`src/rtl/norm_pipe.sv`:
```
`default_nettype none
`timescale 1ns/1ps
// +--------------------------------------------------------------------+
// | norm_pipe : pipelined FP32 / dual-FP16 leading-zero normaliser     |
// | Revision  : 1.0                                                    |
// +--------------------------------------------------------------------+

package norm_pipe_pkg;
  typedef enum logic {
    FP32 = 1'b0,
    FP16 = 1'b1
  } fp_fmt_e;
endpackage

module norm_pipe
  import norm_pipe_pkg::*;
#(
  parameter int W     = 28,
  parameter int LAT   = 2,
  parameter int TAG_W = 4,
  parameter int CW    = $clog2(W)
) (
  input  logic             clk,
  input  logic             rst_n,
  input  logic             flush,
  input  logic             in_valid,
  output logic             in_ready,
  input  fp_fmt_e          in_fmt,
  input  logic [W-1:0]     in_x,
  input  logic [TAG_W-1:0] in_tag,
  output logic             out_valid,
  input  logic             out_ready,
  output fp_fmt_e          out_fmt,
  output logic [W-1:0]     out_r,
  output logic [CW-1:0]    out_cnt_h,
  output logic [CW-1:0]    out_cnt_l,
  output logic             out_zero_h,
  output logic             out_zero_l,
  output logic [TAG_W-1:0] out_tag
);

  localparam int HW = W / 2;

  function automatic logic [CW-1:0] lzc_full(input logic [W-1:0] v);
    lzc_full = '0;
    for (int i = 0; i < W; i++)
      if (v[i]) lzc_full = CW'(W - 1 - i);
  endfunction

  function automatic logic [CW-1:0] lzc_half(input logic [HW-1:0] v);
    lzc_half = '0;
    for (int i = 0; i < HW; i++)
      if (v[i]) lzc_half = CW'(HW - 1 - i);
  endfunction

  // In FP16 each lane shifts on its own so nothing crosses the midpoint.
  function automatic logic [W-1:0] nshift(input logic [W-1:0] x, input fp_fmt_e f,
                                          input logic [CW-1:0] ch, input logic [CW-1:0] cl);
    logic [HW-1:0] hi;
    logic [HW-1:0] lo;
    begin
      hi = x[W-1:HW] << ch;
      lo = x[HW-1:0] << cl;
      nshift = (f == FP32) ? (x << ch) : {hi, lo};
    end
  endfunction

  logic [LAT-1:0]   valid_q;
  fp_fmt_e          fmt_q  [LAT];
  logic [W-1:0]     data_q [LAT];
  logic [CW-1:0]    cnth_q [LAT];
  logic [CW-1:0]    cntl_q [LAT];
  logic [LAT-1:0]   zh_q;
  logic [LAT-1:0]   zl_q;
  logic [TAG_W-1:0] tag_q  [LAT];

  fp_fmt_e          fmt_d  [LAT];
  logic [W-1:0]     data_d [LAT];
  logic [CW-1:0]    cnth_d [LAT];
  logic [CW-1:0]    cntl_d [LAT];
  logic [LAT-1:0]   zh_d;
  logic [LAT-1:0]   zl_d;
  logic [TAG_W-1:0] tag_d  [LAT];

  logic [LAT-1:0] w_free;
  logic [LAT-1:0] w_in_v;
  logic [LAT-1:0] w_load;
  logic           w_acc;
  logic [CW-1:0]  w_cnt_h;
  logic [CW-1:0]  w_cnt_l;
  logic           w_zh;
  logic           w_zl;

  // A stage can take new data if it, or any stage after it, has a hole,
  // or the output is draining this cycle.
  always_comb begin
    for (int k = 0; k < LAT; k++) begin
      w_free[k] = out_ready;
      for (int j = k; j < LAT; j++)
        if (!valid_q[j]) w_free[k] = 1'b1;
    end
  end

  assign in_ready = rst_n && !flush && w_free[0];
  assign w_acc    = in_valid && in_ready;
  assign w_in_v   = LAT'({valid_q, w_acc});
  assign w_load   = flush ? '0 : (w_free & w_in_v);

  always_comb begin
    w_cnt_h = (in_fmt == FP32) ? lzc_full(in_x) : lzc_half(in_x[W-1:HW]);
    w_cnt_l = (in_fmt == FP32) ? '0 : lzc_half(in_x[HW-1:0]);
    w_zh    = (in_fmt == FP32) ? (in_x == '0) : (in_x[W-1:HW] == '0);
    w_zl    = (in_fmt == FP16) && (in_x[HW-1:0] == '0);
  end

  always_comb begin
    fmt_d[0]  = in_fmt;
    tag_d[0]  = in_tag;
    cnth_d[0] = w_cnt_h;
    cntl_d[0] = w_cnt_l;
    zh_d[0]   = w_zh;
    zl_d[0]   = w_zl;
    data_d[0] = (LAT == 1) ? nshift(in_x, in_fmt, w_cnt_h, w_cnt_l) : in_x;
    for (int k = 1; k < LAT; k++) begin
      fmt_d[k]  = fmt_q[k-1];
      tag_d[k]  = tag_q[k-1];
      cnth_d[k] = cnth_q[k-1];
      cntl_d[k] = cntl_q[k-1];
      zh_d[k]   = zh_q[k-1];
      zl_d[k]   = zl_q[k-1];
      data_d[k] = (k == 1) ? nshift(data_q[0], fmt_q[0], cnth_q[0], cntl_q[0])
                           : data_q[k-1];
    end
  end

  always_ff @(posedge clk) begin
    if (!rst_n) begin
      valid_q <= '0;
      zh_q    <= '0;
      zl_q    <= '0;
      for (int k = 0; k < LAT; k++) begin
        fmt_q[k]  <= FP32;
        data_q[k] <= '0;
        cnth_q[k] <= '0;
        cntl_q[k] <= '0;
        tag_q[k]  <= '0;
      end
    end else begin
      for (int k = 0; k < LAT; k++) begin
        if (flush)          valid_q[k] <= 1'b0;
        else if (w_free[k]) valid_q[k] <= w_in_v[k];
        if (w_load[k]) begin
          fmt_q[k]  <= fmt_d[k];
          data_q[k] <= data_d[k];
          cnth_q[k] <= cnth_d[k];
          cntl_q[k] <= cntl_d[k];
          zh_q[k]   <= zh_d[k];
          zl_q[k]   <= zl_d[k];
          tag_q[k]  <= tag_d[k];
        end
      end
    end
  end

  assign out_valid  = valid_q[LAT-1];
  assign out_fmt    = fmt_q[LAT-1];
  assign out_r      = data_q[LAT-1];
  assign out_cnt_h  = cnth_q[LAT-1];
  assign out_cnt_l  = cntl_q[LAT-1];
  assign out_zero_h = zh_q[LAT-1];
  assign out_zero_l = zl_q[LAT-1];
  assign out_tag    = tag_q[LAT-1];

endmodule
`default_nettype wire

```
`config.mk`:
```
export PLATFORM = sky130hd
export DESIGN_NAME = norm_pipe
export DESIGN_NICKNAME = d
export VERILOG_FILES = /design/src/rtl/norm_pipe.sv
export SDC_FILE = /design/constraint.sdc
export NUM_CORES = 1
export LEC_CHECK = 0
export ABC_AREA = 1
export CORE_MARGIN = 2
export CORE_UTILIZATION = 29
export CTS_BUF_LIST = sky130_fd_sc_hd__clkbuf_16
export DETAILED_ROUTE_END_ITERATION = 16
export GPL_TIMING_DRIVEN = 0
export PLACE_DENSITY = 0.58
export SYNTH_ARGS = -nofsm -noshare
export SYNTH_HDL_FRONTEND = slang
export SYNTH_SLANG_ARGS = --single-unit
```
`constraint.sdc`:
```
create_clock -name clk -period 5.8 [get_ports clk]
set_input_delay 0.58 -clock clk [delete_from_list [all_inputs] [get_ports clk]]
set_output_delay 0.58 -clock clk [all_outputs]
set_load 0.01 [all_outputs]
```
* Word-level counts from Yosys, hierarchy flattened
Memory sizes are Yosys's and may differ from the RTL's.
Index checks and enable logic that the tools add are counted.
** Operators by class
- Shifts and indexed selects :: 3
- Add/subtract/negate cells :: 0
- Multiplexer cells :: 81
- Reduce and logical (&&, ||, !) cells :: 9
- Bitwise gates (word level) :: 12
- Magnitude comparators :: 0
- Multipliers :: 0
- Divide/modulo/power cells :: 0
- Eq/ne operators :: 0
** Operators by type and width (number)
- 5-bit two-way mux :: 60
- 28-bit two-way mux :: 3
- 14-bit logical NOT :: 2
- 28-bit logical NOT :: 1
- 14-bit by 5-bit << shifter with 14-bit output :: 2
- 28-bit by 5-bit << shifter with 28-bit output :: 1
- 4-bit two-way mux :: 4
- 1-bit two-way mux :: 13
- 1-bit OR :: 10
- 1-bit logical AND :: 4
- 2-bit AND :: 1
- 2-bit two-way mux :: 1
- 2-bit OR reduction :: 1
- 1-bit logical NOT :: 1
- 1-bit NOT :: 1
** Word-level totals
- Flip-flop bits (word level) :: 6
- Memory bits (writable) :: 86
- ROM bits :: 0
- Memories :: 5
- Input port bits :: 38
- Bits in latches :: 0
** Memories
- data_q :: words 2, width 28, rd ports 2, clocked after memory_dff 0, write ports 2, RTL line 70 : logic [W-1:0] data_q [LAT];
- cnth_q :: words 2, width 5, rd ports 2, clocked after memory_dff 0, write ports 2, RTL line 71 : logic [CW-1:0] cnth_q [LAT];
- cntl_q :: words 2, width 5, rd ports 2, clocked after memory_dff 0, write ports 2, RTL line 72 : logic [CW-1:0] cntl_q [LAT];
- tag_q :: words 2, width 4, rd ports 2, clocked after memory_dff 0, write ports 2, RTL line 75 : logic [TAG_W-1:0] tag_q [LAT];
- fmt_q :: words 2, width 1, rd ports 2, clocked after memory_dff 0, write ports 2, RTL line 69 : fp_fmt_e fmt_q [LAT];

* Logic depth before layout (Yosys ltp)
- Word-level depth :: 30
- Gate-level depth with buffers :: 15
- Gate-level depth less buffers :: 15

* Worst setup path after synthesis
No wires, ideal clock.
- Path type :: in2reg
- Start point :: input port rst_n
- End point :: memory cnth_q[0][0] (netlist bit), enable pin
- Data arrival time :: 1.881 ns
- Cell stages on the path :: 6
- Slack :: 3.518 ns
- Required time :: 5.399 ns
- Buffers on the path :: 0
- Path through :: inv_2 nor2_4 nand2_1 inv_2 nand2_4 nand2_1
** RTL lines
- from (decl) :: RTL line 24 : input logic rst_n,
- to (decl) :: RTL line 71

* Final worst setup path
- Start point :: input port rst_n
- End point :: output port in_ready
** Between the ends
- Longest elaborated chain between the ends :: 2
** RTL lines
- 1-bit logical AND (2 in series) :: RTL line 104 : assign in_ready = rst_n && !flush && w_free[0];
- to (decl) :: RTL line 27 : output logic in_ready,
No other way between the ends.

==> out/results.tsv <==
stage	metric	value	unit
run_status	status	completed	
timing	hold_ws	0.488	ns
detailed_routing	DR pass1 iterations	6	
synthesis	Main synth FF type	edfxtp_1	
global_route	all-layer global routing usage	15.5	%
global_route	first-pass GRT wire length	26300	µm
clock_tree	Clock transition at path regs	0.06	ns
timing	Hold Vio Cnt, Final	0	
clock_tree	clk buf depth	2	
clock_tree	Clock Latency Late Sink	0.35	ns
clock_tree	H-tree level count	3	
power_and_ir_drop	clock power share	35.1	%
floorplan	core area	20100	µm²
power_and_ir_drop	Comb power frac	19.2	%
cells_and_area	NumNets Final	913	
floorplan	IO Pins	85	
floorplan	num rows	52	
timing	Tmin final	2.66	ns
timing	Max Fclk	376	MHz
timing	Slew @ Worst Pin	0.524	ns
clock_tree	Clk Tree Root Cell	clkbuf_16	
clock_tree	post-CTS setup buffer count	0	
global_route	vias in the first global route	5037	
timing	total negative slack	0	ns
synthesis	register bit total from synthesis	90	
worst_setup_path	Critical Path Start Type	primary input	
timing	pins over their slew limit	0	
clock_tree	hold buffers post-CTS	0	
floorplan	die area	21500	µm²
synthesis	yosys synthesis warning count	0	
detailed_routing	WL final	16400	µm
timing	relative slew slack	65.1	%
cells_and_area	Area Overhead vs Synth	25.7	%
placement	routability cong.	0.878	
detailed_routing	Post-route DRC	0	
min_path	worst min path class	reg -> reg	
clock_tree	# clock sinks	90	
synthesis	mean post-synth cell area	7.56	µm²
floorplan	Initial Util	29.3	%
clock_tree	CTS buffer count	9	
synthesis	Net Count, Synth	817	
detailed_routing	DRT antenna net count	0	
synthesis	asr flop ratio synth	0	%
synthesis	Post-synth EDFFs	84	
worst_setup_path	worst path required time	5.22	ns
floorplan	die height	146	µm
timing	Tcrit/Tclk final	45.9	%
placement	total placed cells including tap cells	1134	
detailed_routing	WL/cell	14.3	µm
global_route	initial antenna violation count	0	
clock_tree	CTS tree	built	
job	max cap viols	0	
global_route	Remaining Overflow, GRT	0	
worst_setup_path	Critical Path AT	2.08	ns
clock_tree	quantity of gates resized following cts	0	
detailed_routing	Initial DRC Count	469	
worst_setup_path	Setup CP Type	in -> out	
cells_and_area	fin cells	1150	
placement	DP HPWL	13200	µm
cells_and_area	share of cells above drive strength 1	10.3	%
power_and_ir_drop	sw frac	27.3	%
power_and_ir_drop	sequential power share	45.7	%
power_and_ir_drop	Design Power	1660	µW
timing	Post-Route Skew	0.00753	ns
worst_setup_path	Worst setup EP type	output pin	
cells_and_area	Ant. Diodes	0	
timing	setup repair after global routing missed its margin	false	
synthesis	sequential area share after synthesis	44.9	%
power_and_ir_drop	PwrDens	224	nW/µm²
detailed_routing	Via density	4.57	
power_and_ir_drop	Switch Pwr	453	µW
detailed_routing	vias	5260	
cells_and_area	Core Util, Final	36.8	%
synthesis	Synth cell types	44	
global_route	largest net degree at the start of global routing	38	
placement	I/O Buffers	83	
power_and_ir_drop	cell-internal power	1200	µW
power_and_ir_drop	leakage	0.00299	µW
synthesis	synthesized area	5890	µm²
power_and_ir_drop	Worst VDD drop	0.000141	V
synthesis	Cells after Synth	779	
timing	final setup fails	0	
worst_setup_path	worst-path maximum fanout	5	
floorplan	die width	146	µm
power by group through the flow:
| stage | registers, µW | clock network [µW] | logic (µW) |
|---|---|---|---|
| after detailed placement | 772 | 0 | 315 |
| after CTS | 758 | 595 | 317 |
| after floorplan | 771 | 0 | 188 |
| after global routing | 761 | 629 | 352 |
| final | 758 | 582 | 318 |
| after global placement | 774 | 0 | 310 |
final cells by class:
cell class	count	area (µm²)
Buffer	68	432
Inverter	90	340
Clock buffer	9	225
Clock inverter	7	67.6
Tap cell	270	338
Sequential cell	90	2640
Fill cell	2090	12700
Multi-Input combinational cell	531	2480
Timing Repair Buffer	85	878
sequential cells by signal, summed over array words and instances, names as in the netlist:
name     count
cnth_q      10
cntl_q       8
data_q      56
fmt_q        2
tag_q        8
valid_q      2
zh_q         2
zl_q         2
path summary, 6_finish.rpt:
path	to	slack (ns)	startpoint	cells past startpoint
worst max-delay path	in_ready	3.14	rst_n	6
worst min-delay path	zh_q[1]	0.49	zh_q[0]	2
worst max register to register	data_q[0][49]	3.67	cnth_q[0][0]	12
worst min register to register	zh_q[1]	0.49	zh_q[0]	2
per-layer routing:
layer / up-vias / GRT usage (%) / wire (µm)
met5: - / 0 / 0
met4: 0 / 3.83 / 316
met3: 19 / 3.56 / 777
met2: 142 / 25.7 / 7560
met1: 2345 / 20.5 / 7780
li1: 2754 / - / -
cells in the final DEF, fill, tap and decap left out, types with 2 or more instances in the layout:
master / instances
o22ai_1: 4
mux2i_1: 5
nor3_1: 8
dfxtp_1: 6
o2111ai_1: 3
nand2_4: 2
o21ai_0: 67
o21ai_2: 4
a21oi_1: 37
edfxtp_1: 84
inv_1: 83
a21oi_2: 2
clkbuf_1: 14
nor2_1: 98
nor2_4: 2
nand2_1: 196
clkinv_1: 3
buf_4: 32
a31oi_1: 7
o211ai_1: 9
buf_2: 15
a21boi_0: 2
clkbuf_16: 9
clkdlybuf4s50_1: 83
buf_6: 5
inv_6: 2
inv_2: 5
a22oi_1: 2
nand4_1: 5
buf_1: 2
nor2_2: 2
o31ai_1: 3
nand2_2: 2
nor3_2: 2
nand3_1: 31
o21ai_1: 26
o221ai_1: 2
cells in the mapped netlist, drive strengths merged, types with 3 or more instances:
master   number  area (µm²)
o22ai         4        25.0
dfxtp         6         120
a21oi        39         203
o31ai         3        22.5
mux2i         5        50.1
a31oi         7        43.8
o211ai        9        67.6
o21ai        97         500
nand2       200         766
buf          54         379
edfxtp       84        2520
nand4         5        31.3
nor2        102         403
nand3        32         165
o2111ai       3        26.3
inv          89         337
clkbuf       14        52.6
nor3         10        60.1
worst max-delay path, cell delays in order:
cell and delay, ns:
clkdlybuf4s50_1 0.60, inv_2 0.08, nor2_4 0.11, nand2_1 0.07, inv_2 0.08, clkdlybuf4s50_1 0.54
through the flow:
stage / instance area, µm² / worst slack [ns]
floorplan: 5890 / 3.52
global placement: 7060 / 2.42
detailed placement: 7110 / 3.11
CTS: 7400 / 3.14
global route: 7400 / 3.05
finish: 7400 / 3.14
cell families (layout without fill, tap and decap cells):
kind of cell	after synthesis	count (layout)	share of synthesized area, %
simple gates	353	353	24.6
compound gates	172	172	16.4
buf+inv	158	259	13.1
flops	90	90	44.9
mux	5	5	0.850
other cells	1	1	0.0637
Note: power is estimated with default switching activity, not from simulation.
